**src/rtl/check_node_serial.sv**
```systemverilog
// Serial sum-product check-node processor: collects DC phi-mapped messages,
// then streams DC extrinsic check-to-variable messages in arrival order.
module check_node_serial #(
    parameter int DC = 6
) (
    input  logic       clk,
    input  logic       rst_n,
    input  logic       in_valid,
    output logic       in_ready,
    input  logic [7:0] in_msg,
    output logic       out_valid,
    input  logic       out_ready,
    output logic [7:0] out_msg,
    output logic [2:0] out_idx,
    output logic       out_last
);

    typedef enum logic [1:0] {
        COLLECT,
        CALC,
        EMIT
    } state_t;

    localparam logic [2:0] LAST_IDX = 3'(DC - 1);

    function automatic logic [3:0] phi(input logic [6:0] x);
        logic [3:0] r;
        if (x == 7'd0)       r = 4'd15;
        else if (x == 7'd1)  r = 4'd8;
        else if (x == 7'd2)  r = 4'd6;
        else if (x == 7'd3)  r = 4'd4;
        else if (x == 7'd4)  r = 4'd3;
        else if (x <= 7'd6)  r = 4'd2;
        else if (x <= 7'd11) r = 4'd1;
        else                 r = 4'd0;
        return r;
    endfunction

    state_t     state_q, state_d;
    logic [2:0] cnt_q, cnt_d;
    logic [6:0] sum_q, sum_d;
    logic       parity_q, parity_d;
    logic       out_valid_q, out_valid_d;
    logic [7:0] out_msg_q, out_msg_d;
    logic [2:0] out_idx_q, out_idx_d;
    logic       out_last_q, out_last_d;

    // Sized to the full 3-bit index range so any legal DC indexes it safely.
    logic [3:0] phi_buf_q  [8];
    logic       sign_buf_q [8];

    logic       accept;
    logic [3:0] phi_in;
    logic [2:0] res_idx;
    logic [6:0] ext;
    logic [7:0] res_msg;

    assign accept  = (state_q == COLLECT) && in_valid;
    assign phi_in  = phi(in_msg[6:0]);
    assign res_idx = (state_q == EMIT) ? out_idx_q + 3'd1 : 3'd0;
    assign ext     = sum_q - {3'b000, phi_buf_q[res_idx]};
    assign res_msg = {parity_q ^ sign_buf_q[res_idx], 3'b000, phi(ext)};

    always_comb begin
        state_d     = state_q;
        cnt_d       = cnt_q;
        sum_d       = sum_q;
        parity_d    = parity_q;
        out_valid_d = out_valid_q;
        out_msg_d   = out_msg_q;
        out_idx_d   = out_idx_q;
        out_last_d  = out_last_q;
        case (state_q)
            COLLECT: begin
                if (in_valid) begin
                    sum_d    = sum_q + {3'b000, phi_in};
                    parity_d = parity_q ^ in_msg[7];
                    cnt_d    = cnt_q + 3'd1;
                    if (cnt_q == LAST_IDX) state_d = CALC;
                end
            end
            CALC: begin
                out_valid_d = 1'b1;
                out_msg_d   = res_msg;
                out_idx_d   = 3'd0;
                out_last_d  = 1'b0;
                state_d     = EMIT;
            end
            EMIT: begin
                if (out_ready) begin
                    if (out_last_q) begin
                        sum_d       = 7'd0;
                        parity_d    = 1'b0;
                        cnt_d       = 3'd0;
                        out_valid_d = 1'b0;
                        out_last_d  = 1'b0;
                        state_d     = COLLECT;
                    end else begin
                        out_msg_d  = res_msg;
                        out_idx_d  = res_idx;
                        out_last_d = (res_idx == LAST_IDX);
                    end
                end
            end
            default: state_d = COLLECT;
        endcase
    end

    always_ff @(posedge clk or negedge rst_n) begin
        if (!rst_n) begin
            state_q     <= COLLECT;
            cnt_q       <= 3'd0;
            sum_q       <= 7'd0;
            parity_q    <= 1'b0;
            out_valid_q <= 1'b0;
            out_msg_q   <= 8'd0;
            out_idx_q   <= 3'd0;
            out_last_q  <= 1'b0;
        end else begin
            state_q     <= state_d;
            cnt_q       <= cnt_d;
            sum_q       <= sum_d;
            parity_q    <= parity_d;
            out_valid_q <= out_valid_d;
            out_msg_q   <= out_msg_d;
            out_idx_q   <= out_idx_d;
            out_last_q  <= out_last_d;
        end
    end

    // Edge buffer needs no reset: every slot is rewritten before it is read.
    always_ff @(posedge clk) begin
        if (accept) begin
            phi_buf_q[cnt_q]  <= phi_in;
            sign_buf_q[cnt_q] <= in_msg[7];
        end
    end

    assign in_ready  = (state_q == COLLECT);
    assign out_valid = out_valid_q;
    assign out_msg   = out_msg_q;
    assign out_idx   = out_idx_q;
    assign out_last  = out_last_q;

endmodule

```
**config.mk**
```make
export PLATFORM = sky130hd
export DESIGN_NAME = check_node_serial
export DESIGN_NICKNAME = d
export VERILOG_FILES = /design/src/rtl/check_node_serial.sv
export SDC_FILE = /design/constraint.sdc
export NUM_CORES = 1
export LEC_CHECK = 0
export CAP_MARGIN = 10
export CORE_UTILIZATION = 62
export CTS_BUF_LIST = sky130_fd_sc_hd__clkbuf_8 sky130_fd_sc_hd__clkbuf_16
export DETAILED_ROUTE_END_ITERATION = 6
export PLACE_DENSITY_LB_ADDON = 0.05
export SYNTH_ARGS = -nofsm -noshare
export SYNTH_HDL_FRONTEND = slang
export SYNTH_SLANG_ARGS = --single-unit
```
**constraint.sdc**
```tcl
create_clock -name clk -period 7.7 [get_ports clk]
set_clock_uncertainty 0.2 [all_clocks]
set_input_delay 0.77 -clock clk [delete_from_list [all_inputs] [get_ports clk]]
set_output_delay 0.77 -clock clk [all_outputs]
set_load 0.05 [all_outputs]
```
# == Word-level counts from Yosys, hierarchy flattened ==
# Memory sizes are Yosys's and may differ from the RTL's.
# Cells that the tools add are included.
# W data, S select, Z words.
# totals
regBits,26
ram_bits,40
input_bits,12
output_inout_bits,14
n_memories,2
# classes
addsub,4
magnitude_cmp,4
n_eq_ne,17
mux,44
n_bitwise,2
reduce_logical,11
# memory_table
memory,words,word_bits,rd,rd_clocked_by_memory_dff,write_ports,line,text
phi_buf_q,8,4,1,0,1,49,logic [3:0] phi_buf_q [8];
sign_buf_q,8,1,1,0,1,50,logic sign_buf_q [8];
# op_table
op,count
$mux W3,10
$eq A7 B2 Y1 const B,4
$mux W7,3
$mux W2,8
$mux W4,4
$mux W8,2
$pmux W8 S2,1
$eq A7 B1 Y1 const B,2
$eq A7 B3 Y1 const B,2
$le A7 B3 Y1 const B,2
$le A7 B4 Y1 const B,2
$logic_not A7 Y1,2
$pmux W7 S2,1
$pmux W3 S2,2
$mux W1,9
$ne A2 B2 Y1 const B,4
$reduce_and A4 Y1,2
$add A7 B4 Y7,1
$sub A7 B4 Y7,1
$add A3 B1 Y3 const B,2
$eq A3 B3 Y1 const B,2
$pmux W1 S2,3
$pmux W2 S3,1
$reduce_and A3 Y1,2
8 further kinds,10

# == Depth between registers and ports, before layout ==
# An unclocked memory read counts as a cell.
# depth
word_depth,15
depth_mapped,13

# == Least setup slack after synthesis ==
# OpenSTA, ideal clock, no wires.
# synth_path
path_kind,register to register
from,reg out_idx_q[0] (netlist: out_idx[0])
to,reg out_msg_q[0] (netlist: out_msg[0])
setup_ps,122
t_arrival_ps,3447
required_ps,7378
slack_ps,3932
path_stages_with_launch,13
synth_period_minus_slack_ps,3768
cell_sequence,dfrtp_1 > ha_1 > clkbuf_1 > nand3b_1 > a211oi_1 > a2111oi_0 > a31o_1 > fa_1 > xor2_2 > o21ai_2 > a2111oi_2 > o21ai_1 > a32o_1
# synth_between
elab_chain_cells,15
# synth_rtl
element,line,text
start: declaration,45,"logic [2:0] out_idx_q, out_idx_d;"
start signal: assignment,126,out_idx_q <= out_idx_d;
$add A3 B1 Y3 *,60,assign res_idx = (state_q == EMIT) ? out_idx_q + 3'd1 : 3'd0;
$mux W3 *,60,
$mem_v2 Z8 W4 *,n/a,
$sub A7 B4 Y7 *,61,"assign ext = sum_q - {3'b000, phi_buf_q[res_idx]};"
$le A7 B4 Y1,34,else if (x <= 7'd11) r = 4'd1;
$mux W1,34,
$mux W2,33,else if (x <= 7'd6) r = 4'd2;
$mux W2,32,else if (x == 7'd4) r = 4'd3;
$mux W3,31,else if (x == 7'd3) r = 4'd4;
$mux W3,30,else if (x == 7'd2) r = 4'd6;
$mux W4,29,else if (x == 7'd1) r = 4'd8;
$mux W4 *,28,if (x == 7'd0) r = 4'd15;
$mux W8,91,if (out_last_q) begin
$mux W8,90,if (out_ready) begin
$pmux W8 S2 *,73,case (state_q)
end signal: assignment,125,out_msg_q <= out_msg_d;
end: declaration,44,"logic [7:0] out_msg_q, out_msg_d;"
# Every way passes the cells marked *; elsewhere a longest branch is shown, timed or not. The select of a mux whose other input is x is not followed.
# A chain may end at the register's enable or synchronous reset.

# == Worst setup path in the final report ==
# Same ends and word-level chain as after synthesis.

==> impl_metrics.tcl <==
set metrics [dict create \
    setup_slack_ns 3.25 \
    first_pass_iters 5 \
    cts_buffers 9 \
    grt-ovfl-total 0 \
    synth_cells 285 \
    ir_drop_mv 0.284 \
    routed_wl_um 7010 \
    clk_pin_slew_ns 0.07 \
    drtIter0Drc 146 \
    post_drt_wl_per_cell_um 18.2 \
    finalCritPeriodShare_pct 57.8 \
    path_class "reg -> reg" \
    critPathTopFamily "compound AO/OA/AOI/OAI gates" \
    cts_hold_buf 0 \
    die_h_um 74.8 \
    period_minus_slack_ns 4.45 \
    io_pins 26 \
    pre_cts_slack_ns 3.29 \
    syn2layout_area_growth_pct 15.0 \
    grt_setup_unrepaired "no" \
    worstSkewPairLatency_ns 0.34 \
    gp_congestion 0.809 \
    timing.fmax_mhz 225 \
    r2r-end "out_msg[0]" \
    slowest_delay_ns 0.88 \
    ys_types 55 \
    syn_area_per_cell_sq_um 11.5 \
    dpl.hpwl_um 5050 \
    antenna_found_initial 0 \
    crit_buf_inv 0 \
    status "complete, no violations" \
    grt_pass1_vias 2265 \
    final-hold-violation-count 0 \
    worst-path-stages 11 \
    cts_htree_levels 3 \
    rrSetupSlack_ns 3.25 \
    coreArea_sq_um 5110 \
    yosys.area.top_type "edfxtp_1" \
    dieWidth_um 74.8 \
    worst_slew_pin_slew_ns 1.12 \
    startpoint "out_idx[0]" \
    core.rowCount 26 \
    drcViolationCount 0 \
    cts_resized 0 \
    cp_data_required_time_ns 7.73 \
    yosysSeqAreaShare_pct 54.0 \
    via_per_inst 6.03 \
    clockBufferDepth 2 \
    cts_tree "yes" \
    grt.total_usage_pct 28.9 \
    synth_area_sq_um 3290 \
    antennaDiodeCount 0 \
    p_total_mw 1.56 \
    synth_seq_cells 63 \
    p_leak_nw 1.45 \
    critPathCapture "out_msg[0]" \
    maxSlewHeadroom_pct 25.3 \
    place_area_sq_um 3550 \
    cts_sinks 63 \
    crit_arrival_ns 4.47 \
    initial_utilization_pct 64.4 \
    tns_ns 0 \
    portBuffers 22 \
    synth_async_sr_flop_share_pct 36.5 \
    slowest_stage "dfrtp_1" \
    holdWs_ns 0.292 \
    die-area_sq_um 5600 \
    post_cts_buffers 0 \
    power_density_nw_per_um2 414 \
    post-synth-top-area-fraction_pct 36.5 \
    cts_root_buffer "clkbuf_8" \
    final_util_pct 74.0 \
    yosysWarnings 0 \
    rr_worst_depth 11 \
    r2r-start "out_idx[0]" \
    drtAntennaViolNets 0 \
    stdcell_area_sq_um 3780 \
    end_kind "register" \
    synthFlopType "edfxtp_1" \
    hold_path.class "reg -> reg" \
    slew_viol_final 0 \
    path_max_fanout 21 \
    grt_pass1_wl_um 11300 \
    setup_violations 0 \
    vias 2320 \
    final_nets 335 \
    synth-edff-count 40 \
    stdcell_count 385 \
    grt_max_degree 24 \
    holdPathStages 2 \
    synthTopCellsByArea "edfxtp_1, dfrtp_1, ha_1" \
    startpoint_type "register" \
    dp.cells 368 \
    drive_gt1_share_pct 10.8 \
    max_cap_violations 0 \
    cp_cell_sequence "ha_1 -> nand3b_1 -> a211oi_1 -> a2111oi_0 -> a31o_1 -> fa_1 -> xor2_2 -> o21ai_2 -> a2111oi_2 -> o21ai_1 -> a32o_1" \
]
==> cell usage after synthesis (3+ instances only) <==
library cell,instances
or2_2,3
xnor2_1,6
nand2_1,26
inv_1,9
dfrtp_1,23
o31ai_1,3
nand3_1,4
a21o_1,4
nor2_1,19
nand2b_1,12
a32o_1,3
a21oi_1,14
o21ai_1,4
buf_4,3
o211ai_1,3
mux2i_1,12
edfxtp_1,40
clkbuf_1,5
ha_1,11
o21ai_0,11
mux4_2,3
o22ai_1,3
nor2b_1,6
buf_2,6
nor3_1,8
a211oi_1,4
==> metal layers <==
metal  share of wire [%]  track usage, %
met1                  43            38.1
met2                  49            46.9
met3                 5.5            5.22
met4                 1.7            13.2
met5                   0               0
==> final cells by class <==
type | instances | area, sq um
sequential | 63 | 1780
clock inverter | 7 | 97.6
timing repair buffer | 26 | 248
clock buffer | 9 | 124
multi-input combinational | 201 | 1410
tap | 70 | 87.6
fill | 377 | 1330
inverter | 9 | 33.8
==> logic make-up (layout without fill, tap and decap cells) <==
logic type	after synthesis	in the layout	synth area share, %
simple gates	97	97	15.6
flops	63	63	54.0
compound gates	62	62	12.7
buf+inv	23	51	3.20
mux	17	17	6.39
fa+ha+maj	13	13	5.40
xor+xnor	9	9	2.63
other cells	1	3	0.114
==> tightest hold or removal path, stage by stage (launching register included) <==
cell	delay (ns)
dfrtp_1	0.35
nand2_1	0.05
o31ai_1	0.06
==> worst min-delay path by stage <==
stage / start / to / slack [ns]
3_3_place_gp: out_msg[2] / out_msg[2] / 0.26
3_5_place_dp: out_msg[3] / out_msg[3] / 0.28
4_1_cts: out_msg[3] / out_msg[3] / 0.30
6_report: out_msg[3] / out_msg[3] / 0.29
5_1_grt: out_msg[3] / out_msg[3] / 0.32
2_1_floorplan: rst_n / cnt_q[0] / 0.27
==> report_power, final <==
part	total (mW)	switching, mW	internal [mW]
sequential	0.493	0.0709	0.422
clock	0.315	0.132	0.182
combinational	0.756	0.456	0.300
==> layout by cell type, fill, tap and decap left out, drive strengths merged, types with 6 or more instances in the layout <==
master         instances
edfxtp                40
nand2                 26
dfrtp                 23
clkdlybuf4s50         22
nor2                  21
o21ai                 16
a21oi                 14
nand2b                12
mux2i                 12
ha                    11
inv                    9
clkbuf                 9
nor3                   8
nor2b                  7
xnor2                  6
==> state kept, by name (all words and copies together), names as in the netlist <==
register,count
cnt_q,3
out_idx,3
out_last,1
out_msg,5
out_valid,1
parity_q,1
phi_buf_q,32
sign_buf_q,8
state_q,2
sum_q,7
Power figures use the tool's default switching activity.
